--- src/rtl/gdiv_u_seq_if.sv ---
// Handshake and divider-facing signal bundle for the unary divider job sequencer.
// The slave modport is the sequencer's view; master is the surrounding logic.
interface gdiv_u_seq_if #(
  parameter int BW  = 8,
  parameter int DEP = 5
);
  logic           in_valid;
  logic           in_ready;
  logic [BW-1:0]  in_dividend;
  logic [BW-1:0]  in_divisor;
  logic           div_rst_n;
  logic [DEP-1:0] div_randNum;
  logic           div_dividend;
  logic           div_divisor;
  logic           div_quotient;
  logic           out_valid;
  logic           out_ready;
  logic [BW:0]    out_quotient;
  logic           out_err;

  modport slave (
    input  in_valid, in_dividend, in_divisor, div_quotient, out_ready,
    output in_ready, div_rst_n, div_randNum, div_dividend, div_divisor,
           out_valid, out_quotient, out_err
  );

  modport master (
    output in_valid, in_dividend, in_divisor, div_quotient, out_ready,
    input  in_ready, div_rst_n, div_randNum, div_dividend, div_divisor,
           out_valid, out_quotient, out_err
  );
endinterface

--- src/rtl/gdiv_u_seq.sv ---
// Job sequencer for a unipolar unary divider: turns a binary operand pair into
// two unary streams, resets and warms up the divider, then counts its quotient
// stream over one full 2^BW-cycle stream period.
//
// state | meaning
// IDLE  | waiting for an operand pair, in_ready high
// CLR   | one-cycle divider reset, counters and LFSR reinitialised
// WARM  | streams driven, quotient ignored while the divider settles
// RUN   | streams driven, quotient ones accumulated for 2^BW cycles
// DONE  | result presented until out_ready
module gdiv_u_seq #(
  parameter int BW   = 8,
  parameter int DEP  = 5,
  parameter int WARM = 16
) (
  input  logic      clk,
  input  logic      rst_n,
  gdiv_u_seq_if.slave bus
);

  localparam logic [2:0] S_IDLE = 3'd0;
  localparam logic [2:0] S_CLR  = 3'd1;
  localparam logic [2:0] S_WARM = 3'd2;
  localparam logic [2:0] S_RUN  = 3'd3;
  localparam logic [2:0] S_DONE = 3'd4;

  localparam logic [BW:0] WARM_LAST = (BW+1)'(WARM - 1);
  localparam logic [BW:0] RUN_LAST  = (BW+1)'((1 << BW) - 1);

  // Fibonacci feedback taps (bit positions of the shift register), maximal length
  localparam logic [7:0] TAP_ALL = (DEP == 4) ? 8'h0C :
                                   (DEP == 5) ? 8'h14 :
                                   (DEP == 6) ? 8'h30 :
                                   (DEP == 7) ? 8'h60 : 8'hB8;
  localparam logic [DEP-1:0] TAPS = TAP_ALL[DEP-1:0];

  logic [2:0]     state_q, state_d;
  logic [BW-1:0]  dvd_q, dvd_d;
  logic [BW-1:0]  dvs_q, dvs_d;
  logic           err_q, err_d;
  logic [BW-1:0]  sc_q, sc_d;
  logic [BW:0]    cnt_q, cnt_d;
  logic [BW:0]    acc_q, acc_d;
  logic [DEP-1:0] lfsr_q, lfsr_d;
  logic           div_rst_n_q, div_rst_n_d;

  logic [BW-1:0]  sc_rev;
  logic [DEP-1:0] lfsr_next;
  logic           active;

  // Bit-reversed stream counter and the next LFSR value
  always_comb begin
    sc_rev = '0;
    for (int i = 0; i < BW; i++) sc_rev[i] = sc_q[BW-1-i];
    lfsr_next = {lfsr_q[DEP-2:0], ^(lfsr_q & TAPS)};
  end

  // Sequencer next-state and datapath updates
  always_comb begin
    state_d = state_q;
    dvd_d   = dvd_q;
    dvs_d   = dvs_q;
    err_d   = err_q;
    sc_d    = sc_q;
    cnt_d   = cnt_q;
    acc_d   = acc_q;
    lfsr_d  = lfsr_q;
    case (state_q)
      S_IDLE: begin
        if (bus.in_valid) begin
          dvd_d   = bus.in_dividend;
          dvs_d   = bus.in_divisor;
          err_d   = bus.in_dividend > bus.in_divisor;
          state_d = S_CLR;
        end
      end
      S_CLR: begin
        sc_d    = '0;
        cnt_d   = '0;
        acc_d   = '0;
        lfsr_d  = '1;
        state_d = S_WARM;
      end
      S_WARM: begin
        sc_d   = sc_q + BW'(1);
        lfsr_d = lfsr_next;
        if (cnt_q == WARM_LAST) begin
          cnt_d   = '0;
          state_d = S_RUN;
        end else begin
          cnt_d = cnt_q + (BW+1)'(1);
        end
      end
      S_RUN: begin
        sc_d   = sc_q + BW'(1);
        lfsr_d = lfsr_next;
        acc_d  = acc_q + {{BW{1'b0}}, bus.div_quotient};
        if (cnt_q == RUN_LAST) begin
          state_d = S_DONE;
        end else begin
          cnt_d = cnt_q + (BW+1)'(1);
        end
      end
      S_DONE: begin
        if (bus.out_ready) state_d = S_IDLE;
      end
      default: state_d = S_IDLE;
    endcase
    div_rst_n_d = (state_d != S_CLR);
  end

  // State registers with synchronous active-low reset
  always_ff @(posedge clk) begin
    if (!rst_n) begin
      state_q     <= S_IDLE;
      dvd_q       <= '0;
      dvs_q       <= '0;
      err_q       <= 1'b0;
      sc_q        <= '0;
      cnt_q       <= '0;
      acc_q       <= '0;
      lfsr_q      <= '1;
      div_rst_n_q <= 1'b0;
    end else begin
      state_q     <= state_d;
      dvd_q       <= dvd_d;
      dvs_q       <= dvs_d;
      err_q       <= err_d;
      sc_q        <= sc_d;
      cnt_q       <= cnt_d;
      acc_q       <= acc_d;
      lfsr_q      <= lfsr_d;
      div_rst_n_q <= div_rst_n_d;
    end
  end

  assign active = (state_q == S_WARM) || (state_q == S_RUN);

  assign bus.in_ready     = (state_q == S_IDLE);
  assign bus.div_rst_n    = div_rst_n_q;
  assign bus.div_randNum  = lfsr_q;
  assign bus.div_dividend = active && (dvd_q > sc_q);
  assign bus.div_divisor  = active && (dvs_q > sc_rev);
  assign bus.out_valid    = (state_q == S_DONE);
  assign bus.out_quotient = (state_q == S_DONE) ? acc_q : '0;
  assign bus.out_err      = (state_q == S_DONE) && err_q;

endmodule

--- src/flat_wrapper.sv ---
// flat-port wrapper written by rule: the top's interface ports become plain ports
module gdiv_u_seq_flat 
#(
  parameter int BW   = 8,
  parameter int DEP  = 5,
  parameter int WARM = 16
)
  (clk, rst_n, bus_in_valid, bus_in_dividend, bus_in_divisor, bus_div_quotient, bus_out_ready, bus_in_ready, bus_div_rst_n, bus_div_randNum, bus_div_dividend, bus_div_divisor, bus_out_valid, bus_out_quotient, bus_out_err);
  gdiv_u_seq_if #(.BW(BW), .DEP(DEP)) bus_i ();
  input  logic clk;
  input  logic rst_n;
  input wire logic [$bits(bus_i.in_valid)-1:0] bus_in_valid;
  input wire logic [$bits(bus_i.in_dividend)-1:0] bus_in_dividend;
  input wire logic [$bits(bus_i.in_divisor)-1:0] bus_in_divisor;
  input wire logic [$bits(bus_i.div_quotient)-1:0] bus_div_quotient;
  input wire logic [$bits(bus_i.out_ready)-1:0] bus_out_ready;
  output wire logic [$bits(bus_i.in_ready)-1:0] bus_in_ready;
  output wire logic [$bits(bus_i.div_rst_n)-1:0] bus_div_rst_n;
  output wire logic [$bits(bus_i.div_randNum)-1:0] bus_div_randNum;
  output wire logic [$bits(bus_i.div_dividend)-1:0] bus_div_dividend;
  output wire logic [$bits(bus_i.div_divisor)-1:0] bus_div_divisor;
  output wire logic [$bits(bus_i.out_valid)-1:0] bus_out_valid;
  output wire logic [$bits(bus_i.out_quotient)-1:0] bus_out_quotient;
  output wire logic [$bits(bus_i.out_err)-1:0] bus_out_err;
  assign bus_i.in_valid = bus_in_valid;
  assign bus_i.in_dividend = bus_in_dividend;
  assign bus_i.in_divisor = bus_in_divisor;
  assign bus_i.div_quotient = bus_div_quotient;
  assign bus_i.out_ready = bus_out_ready;
  assign bus_in_ready = bus_i.in_ready;
  assign bus_div_rst_n = bus_i.div_rst_n;
  assign bus_div_randNum = bus_i.div_randNum;
  assign bus_div_dividend = bus_i.div_dividend;
  assign bus_div_divisor = bus_i.div_divisor;
  assign bus_out_valid = bus_i.out_valid;
  assign bus_out_quotient = bus_i.out_quotient;
  assign bus_out_err = bus_i.out_err;
  gdiv_u_seq #(.BW(BW), .DEP(DEP), .WARM(WARM)) u_core (.clk(clk), .rst_n(rst_n), .bus(bus_i));
endmodule
--- config.mk ---
export PLATFORM = sky130hd
export DESIGN_NAME = gdiv_u_seq_flat
export DESIGN_NICKNAME = d
export VERILOG_FILES = /design/src/rtl/gdiv_u_seq_if.sv /design/src/rtl/gdiv_u_seq.sv /design/src/flat_wrapper.sv
export SDC_FILE = /design/constraint.sdc
export NUM_CORES = 1
export LEC_CHECK = 0
export BUFFER_PORTS_ARGS = -buffer_cell sky130_fd_sc_hd__buf_2
export CORE_MARGIN = 1
export CORE_UTILIZATION = 30
export CTS_BUF_LIST = sky130_fd_sc_hd__clkbuf_4
export DETAILED_ROUTE_END_ITERATION = 10
export GPL_ROUTABILITY_DRIVEN = 0
export PLACE_DENSITY = 0.46
export SYNTH_ARGS = -nofsm -noshare
export SYNTH_HDL_FRONTEND = slang
export SYNTH_SLANG_ARGS = --single-unit
export TNS_END_PERCENT = 30
--- constraint.sdc ---
create_clock -name clk -period 2.15 [get_ports clk]
set_input_delay 0.3225 -clock clk [delete_from_list [all_inputs] [get_ports clk]]
set_output_delay 0.3225 -clock clk [all_outputs]
set_load 0.01 [all_outputs]
==> results of run 1 <==
worst max-delay path by stage:
stage / from / to / slack, ps
after floorplan: u_core.cnt_q[0]$_SDFFE_PN0P_ / u_core.cnt_q[0]$_SDFFE_PN0P_ / 350
after global placement: u_core.cnt_q[0]$_SDFFE_PN0P_ / u_core.cnt_q[7]$_SDFFE_PN0P_ / 310
after detailed placement: u_core.cnt_q[0]$_SDFFE_PN0P_ / u_core.cnt_q[2]$_SDFFE_PN0P_ / 230
after CTS: u_core.sc_q[5]$_SDFFE_PN0P_ / bus_div_dividend / 5
after global routing: u_core.sc_q[5]$_SDFFE_PN0P_ / bus_div_divisor / -30
final: u_core.sc_q[5]$_SDFFE_PN0P_ / bus_div_divisor / 90
cell type report:
cell class	count	share of cell area
Clock inverter	3	0.0104
Multi-Input combinational cell	263	0.521
Timing Repair Buffer	58	0.0931
Tap cell	129	0.0448
Sequential cell	52	0.294
Clock buffer	5	0.0104
Inverter	24	0.0264
cell usage in the layout (no fill, tap or decap), types with 4 or more instances in the layout:
master / netlist / final
nor2b_1: 4 / 4
and3_1: 5 / 5
ha_4: 0 / 15
o21ai_0: 10 / 4
and2_1: 11 / 11
inv_1: 23 / 16
o21a_1: 8 / 8
nand2b_1: 6 / 6
a21oi_1: 36 / 34
xnor2_1: 8 / 8
nor2_1: 25 / 25
o22ai_1: 5 / 5
nand4_1: 7 / 7
clkbuf_4: 0 / 5
ha_1: 29 / 14
dfxtp_1: 52 / 40
dfxtp_2: 0 / 11
o21ai_1: 1 / 5
nor3_1: 7 / 7
buf_4: 4 / 18
nor4_1: 5 / 5
nand3_1: 13 / 13
inv_2: 0 / 5
buf_2: 5 / 40
nand2_1: 51 / 51
a22oi_1: 4 / 4
what timing repair did:
action	in CTS	in global routing
endpoints found under the setup margin	2	5
hold buffers	0	0
buffers inserted	6	0
resized for setup	13	37
pin swaps	7	10
layer usage:
layer,vias up,wire (microns),global-route usage
met5,-,0,0
met4,0,65,0.0334
met3,5,237,0.0279
met2,35,3340,0.236
met1,1198,3670,0.201
li1,1332,-,-
worst max-delay path, cell delays in order, from the launching register on:
cell and delay (ps):
dfxtp_2 410, inv_4 60, ha_4 210, and4_1 200, a21oi_2 120, o21ai_1 70, a21oi_1 130, buf_2 150
sequential cells by signal, summed over array words and instances, names as in the netlist:
signal and cells:
u_core.bus.div_randNum 5, u_core.dvs_q 8, u_core.dvd_q 8, u_core.cnt_q 9, u_core.acc_q 9, u_core.bus.div_rst_n 1, u_core.sc_q 8, u_core.err_q 1
u_core.state_q 3
logic make-up (layout without fill, tap and decap cells):
group,count (synthesis),after routing,share of synthesized area
simple gates,147,147,0.258
flops,52,52,0.360
compound gates,76,76,0.160
xor+xnor,11,11,0.0333
fa+ha+maj,29,29,0.125
buf+inv,40,90,0.0644
power groups by stage:
stage / clock [uW] / sequential (uW) / combinational [uW]
6_report: 565 / 1040 / 372
5_1_grt: 618 / 1040 / 424
4_1_cts: 585 / 1030 / 328
3_5_place_dp: 0 / 1050 / 321
3_3_place_gp: 0 / 1050 / 317
2_1_floorplan: 0 / 1040 / 229
metrics by stage:
stage,TNS (ps),cell area [sq um],cells,hold WS (ps),power (uW)
6_report,0,3600,534,183,1970
5_1_grt,-27.2,3600,534,180,2080
4_1_cts,0,3390,534,178,1940
3_5_place_dp,0,3250,520,451,1370
3_3_place_gp,0,3250,520,447,1370
2_1_floorplan,0,2900,355,436,1260
==> qor.yml, run 1 <==
floorplan:
  die_height_microns: 100
  core-area_sq_um: 9280
  die-area_sq_um: 10000
  start_util: 0.312
  boundaryPins: 41
  core.rowCount: 35
  die_w_microns: 100
clock_network:
  clock_path_buffers: 2
  cts_root_buf: "clkbuf_4"
  cts_buffers: 5
  cts_tree: "built"
  clkTransAtPathRegs_ps: 160
  clk_latency_ps: 380
  clock_sinks: 52
  cts.htree.levels: 2
sta:
  worst_pin_slew_ps: 457
  finalHoldViolations: 0
  rsz0062_at_grt: "yes"
  setup_viol_count_final: 0
  relSlewSlack: 0.695
  setup_slack_ps: 93.5
  fin_skew_ps: 15.0
  finalCritPeriodShare: 0.957
  slew_viol_final: 0
  period_minus_slack_ps: 2060
  fmax_ghz: 0.486
worst_setup_path:
  timing.reg2reg.setup_slack_ps: 220
  worst-endpoint-arrival_ps: 1730
  required_ps: 1830
  cp_max_fo: 4
  rr_endpoint: "u_core.cnt_q[3]$_SDFFE_PN0P_"
  r2r_cells: 9
  cp-start-kind: "flop"
  crit_type: "reg -> out"
  critPathCaptureType: "primary output"
  reg2reg_from: "u_core.cnt_q[1]$_SDFFE_PN0P_"
place:
  place_ws_ps: 226
  dp_hpwl_mm: 5.32
  io_buffers: 40
final_layout:
  areaGrowthSynthToFinish_pct: 24.5
  layout-drive-gt1-share: 0.274
  antenna_cells: 0
  final_util: 0.388
  fill_cells: 1021
  multi_input_area_sq_um: 1880
  fin_nets: 454
  final-seq-area_sq_um: 1060
power:
  swShare: 0.287
  p_sw_uw: 567
  pwr-share-clk: 0.286
  power_density_nw_per_um2: 548
  p_int_uw: 1410
  p_seq_frac: 0.525
  power_leakage_uw: 0.00141
  peakVddDrop_uv: 253
  power_frac_comb: 0.189
hold_path:
  min_from: "bus_in_divisor[0]"
  min_path_cells: 3
  hold_path.class: "in -> reg"
  hold_path_end: "u_core.dvs_q[0]$_SDFFE_PN0P_"
logic_synthesis:
  async_reset_ff_frac: 0
  syn_inst: 355
  synth_top_area_share: 0.360
  yosysMostFrequentCell: "dfxtp_1"
  syn_avg_cell_area_sq_um: 8.16
  yosys.area.top_type: "dfxtp_1"
  synth_ff_type: "dfxtp_1"
  ys_types: 44
  synthesis.nets: 405
  synth_common_cells: "52 x dfxtp_1, 51 x nand2_1, 36 x a21oi_1"
  synth_edf_count: 0
  yosysWarnings: 0
  synth_area_sq_um: 2900
  yosysSeqAreaShare: 0.360
  ys_ff_latch: 52
  synthTopCellsByArea: "dfxtp_1 36%, ha_1 13%, nand2_1 6.6%, a21oi_1 6.2%, nor2_1 3.2%"
route:
  routed_via_density: 4.81
  firstDrtPassIters: 4
  detail_route.wl_per_cell_microns: 13.7
  num_vias: 2570
  wl_mm: 7.32
  drtIter0Drc: 93
  drc: 0
  final_antenna_net_count: 0
outcome:
  outcome: "complete, no violations"
global_route:
  grt_usage: 0.146
  antenna_found_initial: 0
  grt_max_degree: 19
  grt_pass1_wl_mm: 11.7
  grt.overflow.total: 0
  grt_pass1_vias: 2495
job:
  drv_cap: 0
No activity file was read; power rests on OpenSTA's default activity.
==> run 2, diff against run 1 <==
GPL_TIMING_DRIVEN = 0   (was not set)
==> qor.yml, run 2 (synthesis results as in run 1) <==
route:
  detail_route.wl_per_cell_microns: 13.4
  wl_mm: 7.21
  routed_via_density: 4.78
  final_antenna_net_count: 0
  drc: 0
  drtIter0Drc: 83
  firstDrtPassIters: 4
  num_vias: 2570
clock_network:
  cts_hold_buf: 0
  cts_tree: "built"
  clkTransAtPathRegs_ps: 150
  cts_buffers: 5
  clock_path_buffers: 2
  clock_sinks: 52
  clk_latency_ps: 370
  cts.htree.levels: 2
  cts_root_buf: "clkbuf_4"
floorplan:
  core.rowCount: 35
  die_w_microns: 100
  start_util: 0.312
  die_height_microns: 100
  die-area_sq_um: 10000
  boundaryPins: 41
  core-area_sq_um: 9280
final_layout:
  multi_input_area_sq_um: 1770
  final-seq-area_sq_um: 1060
  layout-drive-gt1-share: 0.242
  fill_cells: 1015
  fin_cells: 538
  final_util: 0.375
  areaGrowthSynthToFinish_pct: 20.1
  fin_nets: 458
  antenna_cells: 0
  final_common_cell: "nand2_1"
  top_regs: "u_core.acc_q x9, u_core.cnt_q x9"
  final_cell_mix: "51 x nand2_1, 45 x buf_2, 41 x dfxtp_1, 34 x a21oi_1, 25 x nor2_1"
worst_setup_path:
  required_ps: 1830
  critPathCaptureType: "primary output"
  worst-endpoint-arrival_ps: 1820
  cp-start-kind: "flop"
  cp_max_fo: 4
  crit_type: "reg -> out"
place:
  io_buffers: 40
  dp_cells: 524
  dp_hpwl_mm: 5.34
sta:
  finalCritPeriodShare: 0.997
  worst_pin_slew_ps: 571
  fin_skew_ps: 15.4
  period_minus_slack_ps: 2140
  rsz0062_at_grt: "yes"
  relSlewSlack: 0.619
  setup_viol_count_final: 0
  slew_viol_final: 0
  finalHoldViolations: 0
  fmax_ghz: 0.467
global_route:
  grt_pass1_wl_mm: 12.0
  antenna_found_initial: 0
  grt_usage: 0.151
  grt_pass1_vias: 2466
  grt_max_degree: 15
  grt.overflow.total: 0
hold_path:
  hold_path.class: "in -> reg"
outcome:
  outcome: "complete, no violations"
power:
  peakVddDrop_uv: 211
  pwr-share-clk: 0.252
  p_sw_uw: 542
  power_density_nw_per_um2: 529
  power_frac_comb: 0.191
  total_power_uw: 1840
  p_int_uw: 1300
  power_leakage_uw: 0.00140
  swShare: 0.295
  p_seq_frac: 0.556
job:
  drv_cap: 0
[run 2: changes by cell type in the layout (fill, tap and decap cells not counted), moves of 3 or more]
cell,before,now
ha_4,15,6
buf_4,18,10
ha_1,14,22
buf_2,40,45
clkbuf_1,0,4
inv_1,16,19
[run 2: metal layers]
layer | wire [microns] | global-route usage | vias to the layer above
met4 | 100 | 0.0502 | 0
met5 | 0 | 0 | -
met2 | 3090 | 0.234 | 54
li1 | - | - | 1342
met3 | 324 | 0.0258 | 7
met1 | 3700 | 0.212 | 1167
[run 2: repair_timing]
| item | 4_1_cts | 5_1_grt |
|---|---|---|
| cloned | 0 | 0 |
| endpoints found under the setup margin | 12 | 20 |
| resized for setup | 20 | 16 |
| pin swaps | 5 | 8 |
| buffers inserted | 6 | 0 |
[run 2: path summary, 6_finish.rpt]
kind / start / to / slack, ps / cells after the start
max: u_core.sc_q[1]$_SDFFE_PN0P_ / bus_div_dividend / 6 / 7
min: bus_in_dividend[2] / u_core.dvd_q[2]$_SDFFE_PN0P_ / 180 / 3
max reg2reg: u_core.cnt_q[0]$_SDFFE_PN0P_ / u_core.cnt_q[0]$_SDFFE_PN0P_ / 150 / 9
min reg2reg: u_core.dvd_q[0]$_SDFFE_PN0P_ / u_core.dvd_q[0]$_SDFFE_PN0P_ / 470 / 2
[run 2: cell type report]
| class | instances | share of cell area |
|---|---|---|
| multi-input cells | 263 | 0.509 |
| flip-flops and latches | 52 | 0.304 |
| repair buffers | 46 | 0.0705 |
| well taps | 129 | 0.0464 |
| plain buffers | 16 | 0.0281 |
| inverters | 24 | 0.0259 |
| clock buffers | 7 | 0.0151 |
| clock inverters | 1 | 0.00108 |
[run 2: power by group through the flow]
stage / clock [uW] / sequential, uW / combinational, uW
2_1_floorplan: 0 / 1040 / 229
3_3_place_gp: 0 / 1040 / 329
3_5_place_dp: 0 / 1040 / 332
4_1_cts: 493 / 1020 / 344
5_1_grt: 534 / 1030 / 406
6_report: 464 / 1020 / 352
[run 2: worst max-delay path: stages, from the launching register on]
cell	delay (ps)
dfxtp_2	380
inv_1	70
ha_1	280
and4_1	200
a21oi_1	110
o21ai_1	100
a21oi_2	160
buf_2	160
[run 2: stage by stage]
stage               hold slack (ps)  setup WS (ps)  area (sq um)  setup TNS [ps]
finish                          184           6.48          3480               0
global route                    170           -106          3480            -207
CTS                             160          -16.7          3420           -16.7
detailed placement              451           84.0          3260               0
global placement                450            120          3260               0
floorplan                       436            351          2900               0
==> run 3, diff against run 2 <==
RECOVER_POWER = 100   (was not set)
==> qor.yml, run 3 (synthesis results as in run 1) <==
outcome:
  outcome: "complete, no violations"
route:
  drtIter0Drc: 74
  firstDrtPassIters: 4
  num_vias: 2565
  wl_mm: 7.24
  routed_via_density: 4.77
  detail_route.wl_per_cell_microns: 13.5
  final_antenna_net_count: 0
  drc: 0
worst_setup_path:
  slowest_delay_ps: 380
  critPathBufInv: 2
  cpMaxStageDelayCell: "dfxtp_2"
  worst-endpoint-arrival_ps: 1820
  cp_max_fo: 4
  required_ps: 1830
  crit_type: "reg -> out"
  cp_top_family: "flip-flops"
  critPathCaptureType: "primary output"
  cp-start-kind: "flop"
  path_cells: "inv_1 -> ha_1 -> and4_1 -> a21oi_1 -> o21ai_1 -> a21oi_2 -> buf_2"
clock_network:
  clk_latency_ps: 380
  cts_buffers: 5
  clkTransAtPathRegs_ps: 150
  clock_sinks: 52
  clock_path_buffers: 2
  cts.htree.levels: 2
  cts_root_buf: "clkbuf_4"
  cts_tree: "built"
  cts_hold_buf: 0
sta:
  finalHoldViolations: 0
  relSlewSlack: 0.487
  setup_viol_count_final: 0
  fmax_ghz: 0.466
  finalCritPeriodShare: 0.997
  fin_skew_ps: 14.4
  rsz0062_at_grt: "yes"
  period_minus_slack_ps: 2140
  slew_viol_final: 0
  worst_pin_slew_ps: 768
  fin_tns_setup_ps: 0
  whs_ps: 185
final_layout:
  final_cell_mix: "51 x nand2_1, 41 x dfxtp_1, 35 x buf_2, 34 x a21oi_1, 25 x nor2_1"
  fin_nets: 458
  final_common_cell: "nand2_1"
  areaGrowthSynthToFinish_pct: 18.9
  fill_cells: 1018
  layout-drive-gt1-share: 0.205
  antenna_cells: 0
  top_regs: "u_core.acc_q x9, u_core.cnt_q x9"
floorplan:
  die_w_microns: 100
  core.rowCount: 35
  die-area_sq_um: 10000
  core-area_sq_um: 9280
  start_util: 0.312
  boundaryPins: 41
  die_height_microns: 100
global_route:
  grt_usage: 0.151
  grt_pass1_wl_mm: 12.0
  antenna_found_initial: 0
  grt_max_degree: 15
  grt.overflow.total: 0
  grt_pass1_vias: 2466
place:
  dp_hpwl_mm: 5.34
  io_buffers: 40
power:
  peakVddDrop_uv: 211
  swShare: 0.297
  p_int_uw: 1290
  power_leakage_uw: 0.00136
  power_frac_comb: 0.187
  p_sw_uw: 543
  pwr-share-clk: 0.254
  p_seq_frac: 0.558
  power_density_nw_per_um2: 532
job:
  drv_cap: 0
hold_path:
  hold_path.class: "in -> reg"
[run 3: power by group through the flow]
stage | logic (uW) | clock network [uW] | registers (uW)
finish | 343 | 466 | 1020
detailed placement | 332 | 0 | 1040
global route | 396 | 534 | 1030
CTS | 344 | 493 | 1020
global placement | 329 | 0 | 1040
floorplan | 229 | 0 | 1040
[run 3: cell type report]
type	count	area, sq um	share of cell area
multi-input cells	263	1750	0.509
flip-flops and latches	52	1060	0.307
repair buffers	46	236	0.0687
well taps	129	161	0.0469
inverters	24	90.1	0.0262
plain buffers	16	88.8	0.0258
clock buffers	7	52.6	0.0153
clock inverters	1	3.75	0.00109
[run 3: stage by stage]
| step | total power [uW] | setup slack, ps | utilization | instances | area [sq um] |
|---|---|---|---|---|---|
| 6_report | 1830 | 6.01 | 0.371 | 538 | 3440 |
| 5_1_grt | 1960 | -106 | 0.371 | 538 | 3440 |
| 4_1_cts | 1860 | -16.7 | 0.368 | 538 | 3420 |
| 3_5_place_dp | 1370 | 84.0 | 0.351 | 524 | 3260 |
| 3_3_place_gp | 1370 | 120 | 0.351 | 524 | 3260 |
| 2_1_floorplan | 1260 | 351 | - | 355 | 2900 |
[run 3: final timing paths]
| path | from | endpoint | slack [ps] | depth (start not counted) |
|---|---|---|---|---|
| min | bus_in_dividend[2] | u_core.dvd_q[2]$_SDFFE_PN0P_ | 180 | 3 |
| max reg2reg | u_core.cnt_q[0]$_SDFFE_PN0P_ | u_core.cnt_q[0]$_SDFFE_PN0P_ | 80 | 9 |
| min reg2reg | u_core.dvd_q[0]$_SDFFE_PN0P_ | u_core.dvd_q[0]$_SDFFE_PN0P_ | 470 | 2 |
| max | u_core.sc_q[1]$_SDFFE_PN0P_ | bus_div_dividend | 6 | 7 |
[run 3: what timing repair did]
action / in CTS / in global routing
gates resized for setup: 20 / 16
pin swaps: 5 / 8
endpoints found under the setup margin: 12 / 20
setup buffers: 6 / 0
[run 3: worst min-delay path, delay by kind of cell]
family,cells,cell delay [ps]
AOI/OAI and AO/OA,1,50
buffers and inverters,1,110
and+or+nand+nor,1,50
[run 3: metal layers]
| layer | routed length, microns | GRT usage |
|---|---|---|
| met3 | 310 | 0.0258 |
| met4 | 101 | 0.0502 |
| met1 | 3720 | 0.212 |
| met2 | 3110 | 0.234 |
| met5 | 0 | 0 |
